$ cat src/rtl/ram_queue_fifo.sv
// Circular FIFO over a registered-read RAM with a non-power-of-two depth, occupancy count and sticky error flags.
// Define RAMQUEUE_OVERWRITE_EN to make a write into a full queue overwrite the oldest word.
module ram_queue_fifo #(
  parameter int DATA_W  = 8,
  parameter int ENTRIES = 384,
  parameter int ADDR_W  = 9
) (
  input  logic              clk,
  input  logic              rst,
  input  logic              clear,
  input  logic              wr_en,
  input  logic [DATA_W-1:0] wr_data,
  input  logic              rd_en,
  output logic [DATA_W-1:0] rd_data,
  output logic              rd_valid,
  output logic [ADDR_W:0]   count,
  output logic              empty,
  output logic              full,
  output logic              overflow,
  output logic              underflow
);

`ifdef RAMQUEUE_OVERWRITE_EN
  localparam bit OVERWRITE = 1'b1;
`else
  localparam bit OVERWRITE = 1'b0;
`endif

  localparam logic [ADDR_W-1:0] LAST_PTR = ADDR_W'(ENTRIES - 1);
  localparam logic [ADDR_W:0]   FULL_CNT = (ADDR_W + 1)'(ENTRIES);

  logic [DATA_W-1:0] mem_r [ENTRIES];
  logic [ADDR_W-1:0] wr_ptr_r, rd_ptr_r;
  logic [ADDR_W:0]   count_r, count_nxt_s;
  logic [DATA_W-1:0] rd_data_r;
  logic              rd_valid_r, empty_r, full_r, overflow_r, underflow_r;
  logic              rd_acc_s, wr_acc_s, ovf_evt_s, udf_evt_s, ovw_s, wr_do_s, rd_adv_s;

  function automatic logic [ADDR_W-1:0] ptr_inc(input logic [ADDR_W-1:0] p);
    if (p == LAST_PTR) begin
      ptr_inc = {ADDR_W{1'b0}};
    end else begin
      ptr_inc = p + ADDR_W'(1);
    end
  endfunction

  // Accept decisions and next occupancy
  always_comb begin
    rd_acc_s    = rd_en && !empty_r;
    wr_acc_s    = wr_en && (!full_r || rd_acc_s);
    ovf_evt_s   = wr_en && full_r && !rd_acc_s;
    udf_evt_s   = rd_en && empty_r;
    // In capture mode a full-write evicts the oldest word instead of being dropped
    ovw_s       = OVERWRITE && ovf_evt_s;
    wr_do_s     = wr_acc_s || ovw_s;
    rd_adv_s    = rd_acc_s || ovw_s;
    count_nxt_s = count_r;
    case ({wr_acc_s, rd_acc_s})
      2'b10:   count_nxt_s = count_r + (ADDR_W + 1)'(1);
      2'b01:   count_nxt_s = count_r - (ADDR_W + 1)'(1);
      default: count_nxt_s = count_r;
    endcase
  end

  // RAM write port
  always_ff @(posedge clk) begin
    if (!rst && !clear && wr_do_s) begin
      mem_r[wr_ptr_r] <= wr_data;
    end
  end

  // Pointers, occupancy, flags and registered read port
  always_ff @(posedge clk or posedge rst) begin
    if (rst) begin
      wr_ptr_r    <= {ADDR_W{1'b0}};
      rd_ptr_r    <= {ADDR_W{1'b0}};
      count_r     <= {(ADDR_W + 1){1'b0}};
      empty_r     <= 1'b1;
      full_r      <= 1'b0;
      overflow_r  <= 1'b0;
      underflow_r <= 1'b0;
      rd_valid_r  <= 1'b0;
      rd_data_r   <= {DATA_W{1'b0}};
    end else if (clear) begin
      wr_ptr_r    <= {ADDR_W{1'b0}};
      rd_ptr_r    <= {ADDR_W{1'b0}};
      count_r     <= {(ADDR_W + 1){1'b0}};
      empty_r     <= 1'b1;
      full_r      <= 1'b0;
      overflow_r  <= 1'b0;
      underflow_r <= 1'b0;
      rd_valid_r  <= 1'b0;
    end else begin
      if (wr_do_s) begin
        wr_ptr_r <= ptr_inc(wr_ptr_r);
      end
      if (rd_adv_s) begin
        rd_ptr_r <= ptr_inc(rd_ptr_r);
      end
      // Read-before-write: when full, rd_ptr == wr_ptr and the old word is returned
      if (rd_acc_s) begin
        rd_data_r <= mem_r[rd_ptr_r];
      end
      count_r     <= count_nxt_s;
      empty_r     <= (count_nxt_s == {(ADDR_W + 1){1'b0}});
      full_r      <= (count_nxt_s == FULL_CNT);
      overflow_r  <= overflow_r | ovf_evt_s;
      underflow_r <= underflow_r | udf_evt_s;
      rd_valid_r  <= rd_acc_s;
    end
  end

  assign rd_data   = rd_data_r;
  assign rd_valid  = rd_valid_r;
  assign count     = count_r;
  assign empty     = empty_r;
  assign full      = full_r;
  assign overflow  = overflow_r;
  assign underflow = underflow_r;

endmodule
$ cat config.mk
export PLATFORM = sky130hd
export DESIGN_NAME = ram_queue_fifo
export DESIGN_NICKNAME = d
export VERILOG_FILES = /design/src/rtl/ram_queue_fifo.sv
export SDC_FILE = /design/constraint.sdc
export NUM_CORES = 2
export LEC_CHECK = 0
export CORE_MARGIN = 5
export CORE_UTILIZATION = 49
export CTS_BUF_LIST = sky130_fd_sc_hd__clkbuf_4 sky130_fd_sc_hd__clkbuf_8
export DETAILED_ROUTE_END_ITERATION = 7
export PLACE_DENSITY_LB_ADDON = 0.1
export SLEW_MARGIN = 10
export SYNTH_ARGS = -nofsm -noshare
export SYNTH_HDL_FRONTEND = slang
export SYNTH_SLANG_ARGS = --single-unit
$ cat constraint.sdc
create_clock -name clk -period 5 [get_ports clk]
set_input_delay 1 -clock clk [delete_from_list [all_inputs] [get_ports clk]]
set_output_delay 1 -clock clk [all_outputs]
set_load 0.005 [all_outputs]
==> impl_metrics.csv <==
group,metric,value,unit
status,outcome,"complete, no violations",
synthesis,syn_area,122000,µm²
clocking,clk_root_buffer_cell,"sky130_fd_sc_hd__clkbuf_8",
synthesis,synth.most_common_cell,"sky130_fd_sc_hd__edfxtp_1",
hold_path,hold_class,"input pin to flip-flop",
clocking,cts.path.max_buffers,4,
power_and_ir_drop,cellLeakagePower,42.7,nW
global_route,initial_antenna_violation_count,15,
sta,least_margin_pin_slew,1.34,ns
place,io_buffers,35,
sta,fmax,220,MHz
synthesis,synth-seq-cells,3113,
floorplan,die_h,508,µm
sta,final-setup-viol-count,0,
global_route,grt_pass1_wl,471000,µm
floorplan,top_level_ports,36,
setup_path,critPathSlowestCell,"sky130_fd_sc_hd__dfrtp_4",
detailed_routing,avgRoutedWirePerCell,32.5,µm
setup_path,slowest_delay,0.95,ns
sta,portion_of_the_clock_cycle_consumed_by_the_worst_path_in_the_final_layout,0.907,
finish,finish.instance_area,138000,µm²
global_route,maximum_number_of_pins_on_one_net_before_global_route_repair,132,
synthesis,synth-async-reset-ratio,0.0132,
synthesis,netlist.area_leader.share,0.759,
clocking,clk_latency,1.09,ns
global_route,first_global_vias,63098,
floorplan,core_area,248000,µm²
setup_path,crit_path_start,"rd_ptr_r[0]$_DFFE_PP0P_",
synthesis,synthTopCellsByArea,"sky130_fd_sc_hd__edfxtp_1 76%, sky130_fd_sc_hd__mux4_2 13%, sky130_fd_sc_hd__mux2i_1 2.1%, sky130_fd_sc_hd__nor2_1 1.5%, sky130_fd_sc_hd__dfrtp_1 0.82%",
floorplan,dieWidth,508,µm
synthesis,syn-num-nets,5927,
clocking,number_of_sinks_handled_by_clock_tree_synthesis,3113,
sta,grt_setup_unrepaired,"no",
sta,fin_hold_ws,0.343,ns
setup_path,worstPathArrival,5.50,ns
clocking,clk_transition_reported_paths,0.07,ns
power_and_ir_drop,power_density,405,nW/µm²
detailed_routing,drc,0,
floorplan,design.die.area,258000,µm²
clocking,cts_setup_buffers,0,
finish,drive_gt1_frac,0.283,
synthesis,synth_enable_flop_cells,3072,
place,hpwlAfterDp,203000,µm
detailed_routing,drt_wl_total,331000,µm
place,placed_cells,9287,
detailed_routing,drt-vias-per-instance,6.14,
setup_path,r2r-start,"rd_ptr_r[0]$_DFFE_PP0P_",
clocking,post_cts_resize_count,0,
setup_path,path_delay_family,"compound AO/OA/AOI/OAI gates",
setup_path,critical_path_peak_fanout,34,
finish,num-nets-final,6513,
synthesis,synthDistinctLibCells,77,
synthesis,ys.flop_type,"sky130_fd_sc_hd__edfxtp_1",
detailed_routing,detailroute.via_count,62631,
synthesis,synth_top_cells_by_count,"3,072 x sky130_fd_sc_hd__edfxtp_1, 692 x sky130_fd_sc_hd__mux4_2, 484 x sky130_fd_sc_hd__nor2_1, 253 x sky130_fd_sc_hd__mux2i_1",
finish,syn2layout_area_growth,13.3,%
clocking,cts_made_buffers,533,
global_route,global_route.usage.total,0.256,
synthesis,postSynthAreaPerCell,20.6,µm²
synthesis,seq_area_frac_synth,0.767,
detailed_routing,ant_nets,0,
setup_path,worstPathBufferInverterCount,3,
floorplan,initial_utilization,0.491,
sta,fin_setup_tns,0,ns
power_and_ir_drop,total_power,55.9,mW
sta,slew-limit-headroom,0.105,
synthesis,synthesis.instances,5906,
setup_path,cp_cell_sequence,"buf_12 > buf_4 > mux4_2 > mux4_2 > a2111oi_0 > buf_4 > a21oi_1 > a311o_1",
finish,final_cell_count_no_fill,10206,
power_and_ir_drop,vdd_ir_drop_max,0.000235,V
clocking,clock_tree_from_tritoncts,"done",
synthesis,synth_warnings,0,
sta,post-route-min-period,4.54,ns
setup_path,path_class,"flip-flop to flip-flop",
sta,final-max-slew-violation-count,0,
place,finalWeightedCongestion,0.892,
flow_run,cap_violations,0,
floorplan,placement_rows,183,
hold_path,hold_path.startpoint,"wr_data[1]",
setup_path,required_time_of_the_worst_setup_path,5.96,ns
clocking,cts-hold-fix-buffers,0,
detailed_routing,drt_first_pass_iters,5,
setup_path,worstSetupStartpointType,"flip-flop",
global_route,grt_overflow_total,0,
detailed_routing,drt-initial-drc-count,6867,
finish,final.fill_count,18909,
place,postPlaceCellArea,128000,µm²
setup_path,worstSetupEndpointType,"flip-flop",
synthesis,library_cell_occupying_the_most_area_in_the_post_synthesis_netlist,"sky130_fd_sc_hd__edfxtp_1",
clocking,h-tree-depth,6,
sta,final_hold_viol_count,0,
sta,finalClockSkew,0.0574,ns
[registers in the layout, summed over array words and instances, names as in the netlist]
register and cells:
underflow 1, full 1, mem_r 3072, overflow 1, rd_data 8, empty 1, rd_ptr_r 9, rd_valid 1
count 10, wr_ptr_r 9
[worst reg2reg max path: cells and delay by family (launching register included)]
kind                   cells  cell delay (ns)
buffers and inverters      3             0.98
AO/OA/AOI/OAI              3             1.39
flip-flops                 1             0.95
multiplexers               2             1.09
[metrics by stage]
| step | utilization | worst slack [ns] |
|---|---|---|
| global route | 0.556 | 0.487 |
| global placement | 0.516 | 0.120 |
| finish | 0.556 | 0.464 |
| CTS | 0.556 | 0.580 |
| floorplan | - | 0.998 |
| detailed placement | 0.516 | 0.111 |
[report_power, final]
group          switching (mW)  internal, mW
Combinational            2.64          2.22
Sequential              0.191          28.7
Clock                    10.0          12.1
[worst paths after layout]
check / to / slack (ns) / depth (start not counted)
setup / recovery: rd_data[5]$_DFFE_PP0P_ / 0.46 / 8
hold / removal: mem_r[47][1]$_DFFE_PP_ / 0.34 / 1
setup reg to reg: rd_data[5]$_DFFE_PP0P_ / 0.46 / 8
hold reg to reg: overflow$_DFF_PP0_ / 0.51 / 2
max in group asynchronous: rd_ptr_r[1]$_DFFE_PP0P_ / 3.84 / 3
min in group asynchronous: wr_ptr_r[1]$_DFFE_PP0P_ / 0.66 / 3
[final cells by class]
type                            instances  area, µm²  area share
Timing Repair Buffer                  405       3740      0.0272
Clock buffer                          712       8760      0.0636
Tap cell                             3330       4170      0.0302
Inverter                               11       46.3    0.000336
Clock inverter                        194       1290     0.00937
Multi-Input combinational cell       2428      26500       0.192
Antenna cell                           13       32.5    0.000236
Sequential cell                      3113      93300       0.677
[logic make-up (layout without fill, tap and decap cells)]
kind of cell	after synthesis	in the layout	share of synthesized area
AO/OA/AOI/OAI	520	520	0.0303
XOR/XNOR	18	18	0.00130
adder cells (fa/ha/maj)	8	8	0.000823
buffers and inverters	365	1322	0.0160
flip-flops	3113	3113	0.767
multiplexers	972	972	0.152
other	0	13	0
AND/OR/NAND/NOR	910	910	0.0327
[per-layer routing]
metal,vias to the layer above,track usage,part of all wire
li1,25758,-,-
met1,33428,0.370,0.42
met2,2870,0.390,0.47
met3,571,0.0528,0.080
met4,4,0.0955,0.037
met5,-,0,0.000081
[cell usage in the layout, fill, tap and decap left out, types with 16 or more instances in the layout]
cell,count
sky130_fd_sc_hd__buf_12,46
sky130_fd_sc_hd__buf_4,324
sky130_fd_sc_hd__nand3_1,62
sky130_fd_sc_hd__a21oi_1,108
sky130_fd_sc_hd__a221oi_1,26
sky130_fd_sc_hd__clkbuf_8,546
sky130_fd_sc_hd__nor4_1,27
sky130_fd_sc_hd__o22ai_1,62
sky130_fd_sc_hd__clkinv_1,102
sky130_fd_sc_hd__nor3_1,39
sky130_fd_sc_hd__nor2b_1,27
sky130_fd_sc_hd__dfrtp_1,33
sky130_fd_sc_hd__mux2i_1,253
sky130_fd_sc_hd__clkinv_2,47
sky130_fd_sc_hd__clkbuf_4,166
sky130_fd_sc_hd__clkdlybuf4s50_1,27
sky130_fd_sc_hd__edfxtp_1,3072
sky130_fd_sc_hd__mux4_2,692
sky130_fd_sc_hd__nand2b_1,17
sky130_fd_sc_hd__o221ai_1,52
sky130_fd_sc_hd__nand2_1,153
sky130_fd_sc_hd__a22oi_1,77
sky130_fd_sc_hd__mux2_2,23
sky130_fd_sc_hd__and2_1,20
sky130_fd_sc_hd__a2111oi_0,16
sky130_fd_sc_hd__a211oi_1,27
sky130_fd_sc_hd__nor2_1,483
sky130_fd_sc_hd__a22o_1,16
sky130_fd_sc_hd__o21ai_0,43
Note: power is estimated with default switching activity, not from simulation.
